**config.mk**
```make
export PLATFORM = sky130hd
export DESIGN_NAME = position_overlay_flat
export DESIGN_NICKNAME = d
export VERILOG_FILES = /design/src/rtl/position_overlay_if.sv /design/src/rtl/position_overlay.sv /design/src/flat_wrapper.sv
export SDC_FILE = /design/constraint.sdc
export NUM_CORES = 1
export LEC_CHECK = 0
export CAP_MARGIN = 20
export CORE_MARGIN = 3
export CORE_UTILIZATION = 60
export CTS_BUF_LIST = sky130_fd_sc_hd__clkbuf_8
export DETAILED_ROUTE_END_ITERATION = 7
export DONT_BUFFER_PORTS = 1
export GPL_TIMING_DRIVEN = 0
export PLACE_DENSITY = 0.83
export SLEW_MARGIN = 20
export SYNTH_ARGS = -nofsm -noshare
export SYNTH_HDL_FRONTEND = slang
export SYNTH_SLANG_ARGS = --single-unit
```
**constraint.sdc**
```tcl
create_clock -name clk -period 6.9 [get_ports clk]
set_clock_uncertainty 0.1 [all_clocks]
set_input_delay 1.38 -clock clk [delete_from_list [all_inputs] [get_ports clk]]
set_output_delay 1.38 -clock clk [all_outputs]
set_load 0.1 [all_outputs]
```
**src/rtl/position_overlay_if.sv**
```systemverilog
// Bus between the pixel pipeline, the centroid measurement block and the overlay stage.
// The master drives pixel, colour and position inputs; the slave returns the overlaid colour and lock status.
interface position_overlay_if #(
   parameter int INPUT_WIDTH = 11,
   parameter int COLOR_WIDTH = 10
);
   logic                   enable;
   logic [INPUT_WIDTH-1:0] vga_x;
   logic [INPUT_WIDTH-1:0] vga_y;
   logic [INPUT_WIDTH-1:0] x_position;
   logic [INPUT_WIDTH-1:0] y_position;
   logic                   valid_position;
   logic [COLOR_WIDTH-1:0] in_red;
   logic [COLOR_WIDTH-1:0] in_green;
   logic [COLOR_WIDTH-1:0] in_blue;
   logic [COLOR_WIDTH-1:0] out_red;
   logic [COLOR_WIDTH-1:0] out_green;
   logic [COLOR_WIDTH-1:0] out_blue;
   logic                   locked;

   modport master (
      output enable, vga_x, vga_y, x_position, y_position, valid_position,
             in_red, in_green, in_blue,
      input  out_red, out_green, out_blue, locked
   );

   modport slave (
      input  enable, vga_x, vga_y, x_position, y_position, valid_position,
             in_red, in_green, in_blue,
      output out_red, out_green, out_blue, locked
   );
endinterface

```
**src/rtl/position_overlay.sv**
```systemverilog
// Draws a one-pixel box around the latest committed centroid on the VGA stream,
// green while results are fresh, yellow while coasting, hidden once results go stale.
module position_overlay #(
   parameter int INPUT_WIDTH  = 11,
   parameter int COLOR_WIDTH  = 10,
   parameter int FRAME_X_MAX  = 640,
   parameter int FRAME_Y_MAX  = 480,
   parameter int BOX_HALF     = 8,
   parameter int STALE_FRAMES = 4
) (
   input  logic               clk,
   input  logic               areset,
   position_overlay_if.slave  bus
);

   localparam int W = INPUT_WIDTH;
   localparam logic [W:0] HALF_EXT = (W+1)'(BOX_HALF);
   localparam logic [W:0] X_LIMIT  = (W+1)'(FRAME_X_MAX - 1);
   localparam logic [W:0] Y_LIMIT  = (W+1)'(FRAME_Y_MAX - 1);
   localparam logic [3:0] STALE_LIMIT = 4'(STALE_FRAMES);
   localparam logic [COLOR_WIDTH-1:0] C_ONES = '1;
   localparam logic [COLOR_WIDTH-1:0] C_ZERO = '0;

   typedef enum logic [1:0] {
      NO_LOCK  = 2'd0,
      LOCKED   = 2'd1,
      COASTING = 2'd2
   } state_t;

   // Widened by one bit so subtract/add can be clamped instead of wrapping.
   function automatic logic [W-1:0] sat_low(input logic [W-1:0] c);
      logic [W:0] ext;
      ext = {1'b0, c};
      if (ext < HALF_EXT) sat_low = '0;
      else                sat_low = W'(ext - HALF_EXT);
   endfunction

   function automatic logic [W-1:0] sat_high(input logic [W-1:0] c, input logic [W:0] limit);
      logic [W:0] ext;
      ext = {1'b0, c} + HALF_EXT;
      if (ext > limit) sat_high = W'(limit);
      else             sat_high = W'(ext);
   endfunction

   state_t           state;
   logic             locked_r;
   logic [3:0]       stale_cnt;
   logic [3:0]       stale_inc;
   logic             pending_flag;
   logic [W-1:0]     pending_x, pending_y;
   logic [W-1:0]     box_left, box_right, box_top, box_bottom;
   logic             frame_start;
   logic             marker;
   logic [COLOR_WIDTH-1:0] red_r, green_r, blue_r;

   assign frame_start = (bus.vga_x == '0) && (bus.vga_y == '0);
   assign stale_inc   = stale_cnt + 4'd1;

   always_comb begin
      marker = 1'b0;
      if ((bus.vga_x == box_left || bus.vga_x == box_right) &&
          (bus.vga_y >= box_top) && (bus.vga_y <= box_bottom))
         marker = 1'b1;
      if ((bus.vga_y == box_top || bus.vga_y == box_bottom) &&
          (bus.vga_x >= box_left) && (bus.vga_x <= box_right))
         marker = 1'b1;
   end

   // Capture, commit and freshness tracking; a strobe coinciding with frame start
   // is captured after the commit because the later assignment to pending_flag wins.
   always_ff @(posedge clk or posedge areset) begin
      if (areset) begin
         state        <= NO_LOCK;
         locked_r     <= 1'b0;
         stale_cnt    <= '0;
         pending_flag <= 1'b0;
         pending_x    <= '0;
         pending_y    <= '0;
         box_left     <= '0;
         box_right    <= '0;
         box_top      <= '0;
         box_bottom   <= '0;
      end else if (!bus.enable) begin
         state        <= NO_LOCK;
         locked_r     <= 1'b0;
         stale_cnt    <= '0;
         pending_flag <= 1'b0;
         pending_x    <= '0;
         pending_y    <= '0;
         box_left     <= '0;
         box_right    <= '0;
         box_top      <= '0;
         box_bottom   <= '0;
      end else begin
         if (frame_start) begin
            if (pending_flag) begin
               box_left     <= sat_low(pending_x);
               box_right    <= sat_high(pending_x, X_LIMIT);
               box_top      <= sat_low(pending_y);
               box_bottom   <= sat_high(pending_y, Y_LIMIT);
               pending_flag <= 1'b0;
               state        <= LOCKED;
               locked_r     <= 1'b1;
               stale_cnt    <= '0;
            end else if (state != NO_LOCK) begin
               if (stale_inc == STALE_LIMIT) begin
                  state     <= NO_LOCK;
                  locked_r  <= 1'b0;
                  stale_cnt <= '0;
               end else begin
                  state     <= COASTING;
                  locked_r  <= 1'b1;
                  stale_cnt <= stale_inc;
               end
            end
         end
         if (bus.valid_position) begin
            pending_x    <= bus.x_position;
            pending_y    <= bus.y_position;
            pending_flag <= 1'b1;
         end
      end
   end

   always_ff @(posedge clk or posedge areset) begin
      if (areset) begin
         red_r   <= '0;
         green_r <= '0;
         blue_r  <= '0;
      end else if (bus.enable && marker && state == LOCKED) begin
         red_r   <= C_ZERO;
         green_r <= C_ONES;
         blue_r  <= C_ZERO;
      end else if (bus.enable && marker && state == COASTING) begin
         red_r   <= C_ONES;
         green_r <= C_ONES;
         blue_r  <= C_ZERO;
      end else begin
         red_r   <= bus.in_red;
         green_r <= bus.in_green;
         blue_r  <= bus.in_blue;
      end
   end

   assign bus.out_red   = red_r;
   assign bus.out_green = green_r;
   assign bus.out_blue  = blue_r;
   assign bus.locked    = locked_r;

endmodule

```
**src/flat_wrapper.sv**
```systemverilog
// flat-port wrapper written by rule: the top's interface ports become plain ports
module position_overlay_flat 
#(
   parameter int INPUT_WIDTH  = 11,
   parameter int COLOR_WIDTH  = 10,
   parameter int FRAME_X_MAX  = 640,
   parameter int FRAME_Y_MAX  = 480,
   parameter int BOX_HALF     = 8,
   parameter int STALE_FRAMES = 4
)
  (clk, areset, bus_enable, bus_vga_x, bus_vga_y, bus_x_position, bus_y_position, bus_valid_position, bus_in_red, bus_in_green, bus_in_blue, bus_out_red, bus_out_green, bus_out_blue, bus_locked);
  position_overlay_if #(.INPUT_WIDTH(INPUT_WIDTH), .COLOR_WIDTH(COLOR_WIDTH)) bus_i ();
  input  logic clk;
  input  logic areset;
  input wire logic [$bits(bus_i.enable)-1:0] bus_enable;
  input wire logic [$bits(bus_i.vga_x)-1:0] bus_vga_x;
  input wire logic [$bits(bus_i.vga_y)-1:0] bus_vga_y;
  input wire logic [$bits(bus_i.x_position)-1:0] bus_x_position;
  input wire logic [$bits(bus_i.y_position)-1:0] bus_y_position;
  input wire logic [$bits(bus_i.valid_position)-1:0] bus_valid_position;
  input wire logic [$bits(bus_i.in_red)-1:0] bus_in_red;
  input wire logic [$bits(bus_i.in_green)-1:0] bus_in_green;
  input wire logic [$bits(bus_i.in_blue)-1:0] bus_in_blue;
  output wire logic [$bits(bus_i.out_red)-1:0] bus_out_red;
  output wire logic [$bits(bus_i.out_green)-1:0] bus_out_green;
  output wire logic [$bits(bus_i.out_blue)-1:0] bus_out_blue;
  output wire logic [$bits(bus_i.locked)-1:0] bus_locked;
  assign bus_i.enable = bus_enable;
  assign bus_i.vga_x = bus_vga_x;
  assign bus_i.vga_y = bus_vga_y;
  assign bus_i.x_position = bus_x_position;
  assign bus_i.y_position = bus_y_position;
  assign bus_i.valid_position = bus_valid_position;
  assign bus_i.in_red = bus_in_red;
  assign bus_i.in_green = bus_in_green;
  assign bus_i.in_blue = bus_in_blue;
  assign bus_out_red = bus_i.out_red;
  assign bus_out_green = bus_i.out_green;
  assign bus_out_blue = bus_i.out_blue;
  assign bus_locked = bus_i.locked;
  position_overlay #(.INPUT_WIDTH(INPUT_WIDTH), .COLOR_WIDTH(COLOR_WIDTH), .FRAME_X_MAX(FRAME_X_MAX), .FRAME_Y_MAX(FRAME_Y_MAX), .BOX_HALF(BOX_HALF), .STALE_FRAMES(STALE_FRAMES)) u_core (.clk(clk), .areset(areset), .bus(bus_i));
endmodule
```
==> impl_metrics.tcl, run 1 <==
set metrics [dict create \
    status "finished, final reports clean" \
    routed_wl_mm 13.10 \
    initial_utilization_pct 63.10 \
    crit_type "in2reg" \
    die_x_um 105.5 \
    worstReg2RegEnd "u_core.bus.out_blue[8]$_DFF_PP0_" \
    hold_path_end "u_core.box_left[4]$_DFFE_PP0P_" \
    die_y_um 105.5 \
    required_ps 7040 \
    dr.pass1.iters 4 \
    drive_gt1_share_pct 4.239 \
    hold_path_depth 2 \
    rows 35 \
    yosys_register_bits 104 \
    postSynth.asyncResetShare_pct 100.0 \
    grt_setup_unrepaired "no" \
    startpoint_type "input pin" \
    r2r-start "u_core.box_bottom[4]$_DFFE_PP0P_" \
    p_leak_uw 0.002855 \
    synth.yosys.warnings 0 \
    clk-insertion-delay-late_ps 370 \
    grt_pass1_vias 4609 \
    ys_seq_area_share_pct 43.81 \
    finalSetupViolations 0 \
    min_period_over_period_pct 50.71 \
    fin_util_pct 67.23 \
    hold_class "reg2reg" \
    tritoncts "yes" \
    tightest_slew_ps 907.5 \
    syn-num-nets 748 \
    clk_path_buf_depth 2 \
    nets 760 \
    power_density_nw_per_um2 209.0 \
    hpwl_mm 10.19 \
    io_buffers 0 \
    ir_worst_vdd_mv 0.1131 \
    synthToLayoutAreaGrowth_pct 6.550 \
    grt_overflow_total 0 \
    synth-main-ff-cell "dfrtp_1" \
    viasPerCell 5.918 \
    drtIter0Drc 202 \
    cts_root_buffer "clkbuf_8" \
    drc_errors 0 \
    grt_max_degree 85 \
    end_kind "register" \
    grt_first_pass_wirelength_mm 22.02 \
    h-tree-depth 3 \
    cap_violations 0 \
    synth_cells 620 \
    synth_edf_count 0 \
    diodes 0 \
    synth_top_area_share_pct 43.81 \
    slew_viol_final 0 \
    arrival_ps 3640 \
    syn_area_um2 5941 \
    antenna_found_initial 0 \
    drtAntennaViolNets 0 \
    die-area_um2 11130 \
    relSlewSlack_pct 39.50 \
    postCtsSetupRepairBufs 0 \
    clkTransAtPathRegs_ps 100 \
    cts_hold_buf 0 \
    r2r_slack_ps 4010 \
    setup_tns_ps 0 \
    cp-startpoint "bus_vga_y[4]" \
    core-area_um2 9415 \
    fin_crit_ps 3499 \
    max_freq_mhz 285.8 \
    hold_viol 0 \
    ios 109 \
    synth_area_per_cell_um2 9.582 \
    synth_cell_types 56 \
    path_max_fanout 10 \
    grt_usage_pct 24.46 \
    cts_sinks 104 \
    postCtsResizedCells 0 \
    rr_worst_depth 11 \
    cts_buffers 9 \
    synthTopCellsByArea "dfrtp_1, ha_1, inv_1" \
    gp_congestion 0.9366 \
    yosys.area.top_type "dfrtp_1" \
    vias 4533 \
    hold_path_startpoint "u_core.box_left[4]$_DFFE_PP0P_" \
    wire_per_inst_um 17.10 \
]
-- cell families after synthesis --
logic type / Yosys count / share of synthesized area (%)
buf+inv: 98 / 6.339
flops: 104 / 43.81
fa+ha+maj: 50 / 10.53
simple gates: 206 / 18.87
xor+xnor: 22 / 3.243
mux: 24 / 4.086
compound gates: 116 / 13.12
-- per-stage QoR --
step	std cells	power [uW]	hold slack [ps]	setup slack, ps	area, um^2
after floorplan	620	908.1	348.5	2688	5941
after global placement	749	942.7	364.3	1802	6102
after detailed placement	750	960.3	370.1	3040	6135
after CTS	766	1332	392.9	3430	6330
after global routing	766	1390	430.1	3248	6330
final	766	1323	389.4	3401	6330
-- worst max path at each step --
stage	slack [ps]	to	cells after the start
3_5_place_dp	3040	u_core.bus.out_blue[3]$_DFF_PP0_	10
4_1_cts	3430	u_core.bus.out_blue[3]$_DFF_PP0_	10
2_1_floorplan	2690	u_core.box_bottom[0]$_DFFE_PP0P_	1
5_1_grt	3250	u_core.bus.out_blue[3]$_DFF_PP0_	10
6_report	3400	u_core.bus.out_blue[8]$_DFF_PP0_	10
3_3_place_gp	1800	u_core.pending_x[5]$_DFFE_PP0P_	1
-- state kept, by name, summed over array words and instances, names as in the netlist --
register and count:
u_core.box_bottom 11, u_core.box_left 11, u_core.box_right 11, u_core.box_top 11, u_core.bus.locked 1, u_core.bus.out_blue 10, u_core.bus.out_green 10, u_core.bus.out_red 10
u_core.pending_flag 1, u_core.pending_x 11, u_core.pending_y 11, u_core.stale_cnt 4, u_core.state 2
-- report_power, final --
part           total [uW]  internal, uW  switching, uW
clock                 375           168            207
combinational         203          85.0            118
sequential            745           644            101
total                1320           896            427
-- synth_stat cells (5+ instances only) --
cell        n
o21ai_0     7
a31oi_1    11
nor4_1      5
or4b_1      9
dfrtp_1   104
clkbuf_1   29
a21o_1      8
o31ai_1    25
ha_1       50
nand2_1    60
nand3_1    14
mux2i_1    22
inv_1      64
o21ai_1    14
nand4_1     7
nor2_1     23
xnor2_1    12
xor2_1     10
a21oi_1    24
nor2b_1    38
or2_1      10
nor3_1     17
o211ai_1    5
-- routing by layer --
| metal | GRT usage [%] | share of wire (%) |
|---|---|---|
| met1 | 30.37 | 41 |
| met2 | 41.94 | 49 |
| met3 | 4.409 | 6.1 |
| met4 | 10.36 | 3.0 |
| met5 | 0 | 0 |
-- layout make-up --
class,count,area [um^2]
multi-input cells,418,2962
repair buffers,1,27.53
inverters,65,249.0
flip-flops and latches,104,2603
well taps,129,161.4
clock inverters,7,71.32
fillers,746,3085
plain buffers,33,132.6
clock buffers,9,123.9
-- cell usage in the layout (no fill, tap or decap), types with 3 or more instances in the layout --
master and count:
nor2_1 23, or4b_1 9, a31oi_1 11, and3_1 4, o21a_1 4, xnor2_1 12
a22o_1 3, ha_1 50, inv_1 64, o21ai_0 7, dfrtp_1 104, nand3b_1 3
a21o_1 8, or2_1 10, clkbuf_1 29, nand2_1 60, xor2_1 10, o21ai_1 14
a21oi_1 24, o211ai_1 5, clkbuf_8 9, nand4_1 7, nor2b_1 38, nor4_1 5
nor3_1 17, o31ai_1 25, mux2i_1 22, nand3_1 14
-- worst max-delay path, stage by stage --
cell	delay, ps
ha_1	300
a21o_1	160
nand3_1	80
a21oi_1	80
nor4_1	330
o221a_2	280
clkbuf_1	350
o211a_1	260
clkbuf_1	310
nor2b_1	100
Note: power is estimated with default switching activity, not from simulation.
==> inputs of run 2 (changes only) <==
- PLACE_DENSITY: 0.83 -> 0.86
- clock period: 6.9 -> 2.8 ns (I/O delays scaled with it)
==> impl_metrics.tcl, run 2 (synthesized netlist as in run 1, its figures left out) <==
set metrics [dict create \
    status "finished, final reports clean" \
    cts_hold_buf 0 \
    vias 4537 \
    placed_cells 752 \
    finalSetupViolations 0 \
    antenna_found_initial 0 \
    hpwl_mm 10.29 \
    drc_errors 0 \
    routed_wl_mm 13.08 \
    clkTransAtPathRegs_ps 90 \
    clk_path_buf_depth 2 \
    grt_max_degree 31 \
    drtAntennaViolNets 0 \
    cts_root_buffer "clkbuf_8" \
    power_frac_seq_pct 55.6 \
    max_stage_delay_ps 470 \
    fin_crit_ps 2663 \
    crit_type "reg2reg" \
    drive_gt1_share_pct 5.799 \
    die-area_um2 11130 \
    arrival_ps 2800 \
    cell_internal_pwr_uw 2243 \
    diodes 0 \
    r2r-start "u_core.box_right[6]$_DFFE_PP0P_" \
    gp_congestion 0.9252 \
    r2r_slack_ps 140 \
    power_density_nw_per_um2 515.5 \
    slew_viol_final 0 \
    p_leak_uw 0.002883 \
    io_buffers 0 \
    post_dp_cell_area_um2 6173 \
    power.switching_uw 1058 \
    final_common_cell "dfrtp_1" \
    drtIter0Drc 208 \
    hold_class "in2async" \
    path_max_fanout 10 \
    clk-insertion-delay-late_ps 370 \
    hold_viol 0 \
    crit_end "u_core.bus.out_red[1]$_DFF_PP0_" \
    grt_usage_pct 24.54 \
    dr.pass1.iters 5 \
    tightest_slew_ps 906.2 \
    routed.top_layer "met4" \
    min_period_over_period_pct 95.11 \
    stdcell_count 767 \
    relSlewSlack_pct 39.58 \
    grt_setup_unrepaired "no" \
    ios 109 \
    hold_ws_ps 34.96 \
    met3_length_um 978 \
    die_y_um 105.5 \
    required_ps 2940 \
    nets 761 \
    clock_power_share_pct 28.8 \
    cp-startpoint "u_core.box_right[6]$_DFFE_PP0P_" \
    cts_sinks 104 \
    initial_utilization_pct 63.10 \
    worstReg2RegEnd "u_core.bus.out_red[1]$_DFF_PP0_" \
    synthToLayoutAreaGrowth_pct 7.772 \
    h-tree-depth 3 \
    cap_violations 0 \
    postCtsSetupRepairBufs 0 \
    worst-path-stages 10 \
    cts_buffers 9 \
    met2_wirelength_mm 6.583 \
    max_freq_mhz 375.5 \
    die_x_um 105.5 \
    final_cell_area_um2 6402 \
    swShare_pct 32.05 \
    core-area_um2 9415 \
    tritoncts "yes" \
    grt_overflow_total 0 \
    comb_power_share_pct 15.6 \
    ir_worst_vdd_mv 0.2753 \
    slowest_stage "or4b_1" \
    viasPerCell 5.915 \
    grt_pass1_vias 4514 \
    rr_worst_depth 10 \
    crit_buf_inv 2 \
    critPathTopFamily "compound AO/OA/AOI/OAI gates" \
    p_total_uw 3301 \
    end_kind "register" \
    final_cell_mix "dfrtp_1, inv_1, nand2_1" \
    grt_first_pass_wirelength_mm 22.14 \
    rows 35 \
    met1_length_mm 5.202 \
    wire_per_inst_um 17.05 \
    cp_cell_sequence "inv_1, ha_1, and3_1, a221oi_2, o21ai_0, a41oi_1, o21a_1, buf_4, nor3_1, or4b_1" \
    startpoint_type "register" \
]
-- run 2: cell types whose count changed in the layout (fill, tap and decap cells not counted), moves of 2 or more --
cell	delta
clkbuf_2	+3
nor3_2	+2
clkbuf_1	-4
buf_12	+2
nor3_1	-2
-- run 2: worst min path at each step --
stage	from	to	slack, ps
floorplan	u_core.box_bottom[5]$_DFFE_PP0P_	u_core.box_bottom[5]$_DFFE_PP0P_	350
global placement	u_core.box_left[4]$_DFFE_PP0P_	u_core.box_left[4]$_DFFE_PP0P_	360
detailed placement	u_core.box_top[3]$_DFFE_PP0P_	u_core.box_top[3]$_DFFE_PP0P_	370
CTS	areset	u_core.pending_y[6]$_DFFE_PP0P_	50
global route	areset	u_core.pending_y[6]$_DFFE_PP0P_	50
finish	areset	u_core.pending_y[3]$_DFFE_PP0P_	30
-- run 2: area by class of cell --
class                           count  area, um^2
Fill cell                         721        3013
Multi-Input combinational cell    418        2983
Sequential cell                   104        2603
Inverter                           65       247.7
Tap cell                          129       161.4
Clock buffer                       10       137.6
Buffer                             32       135.1
Clock inverter                      6       67.56
Timing Repair Buffer                3       67.56
-- run 2: per-stage QoR --
stage / setup TNS (ps) / setup WS [ps] / utilization, %
finish: 0 / 137.0 / 68.00
global route: 0 / 12.84 / 68.00
CTS: 0 / 34.82 / 67.76
detailed placement: -4410 / -238.4 / 65.57
global placement: -3282 / -192.7 / 64.85
floorplan: 0 / 181.0 / -
-- run 2: what timing repair did --
action,4_1_cts,5_1_grt
endpoints found under the setup margin,10,29
gates resized for setup,1,10
pin swaps,0,1
-- run 2: power by group through the flow --
stage	sequential, uW	combinational (uW)	clock (uW)
2_1_floorplan	1840	394	0
3_3_place_gp	1860	463	0
3_5_place_dp	1860	509	0
4_1_cts	1830	513	967
5_1_grt	1850	589	1020
6_report	1830	515	951
-- run 2: routing by layer --
metal	global-route usage [%]	vias to the layer above
met5	0	-
met4	8.233	0
met3	6.124	27
met2	42.53	176
met1	29.88	2166
li1	-	2168
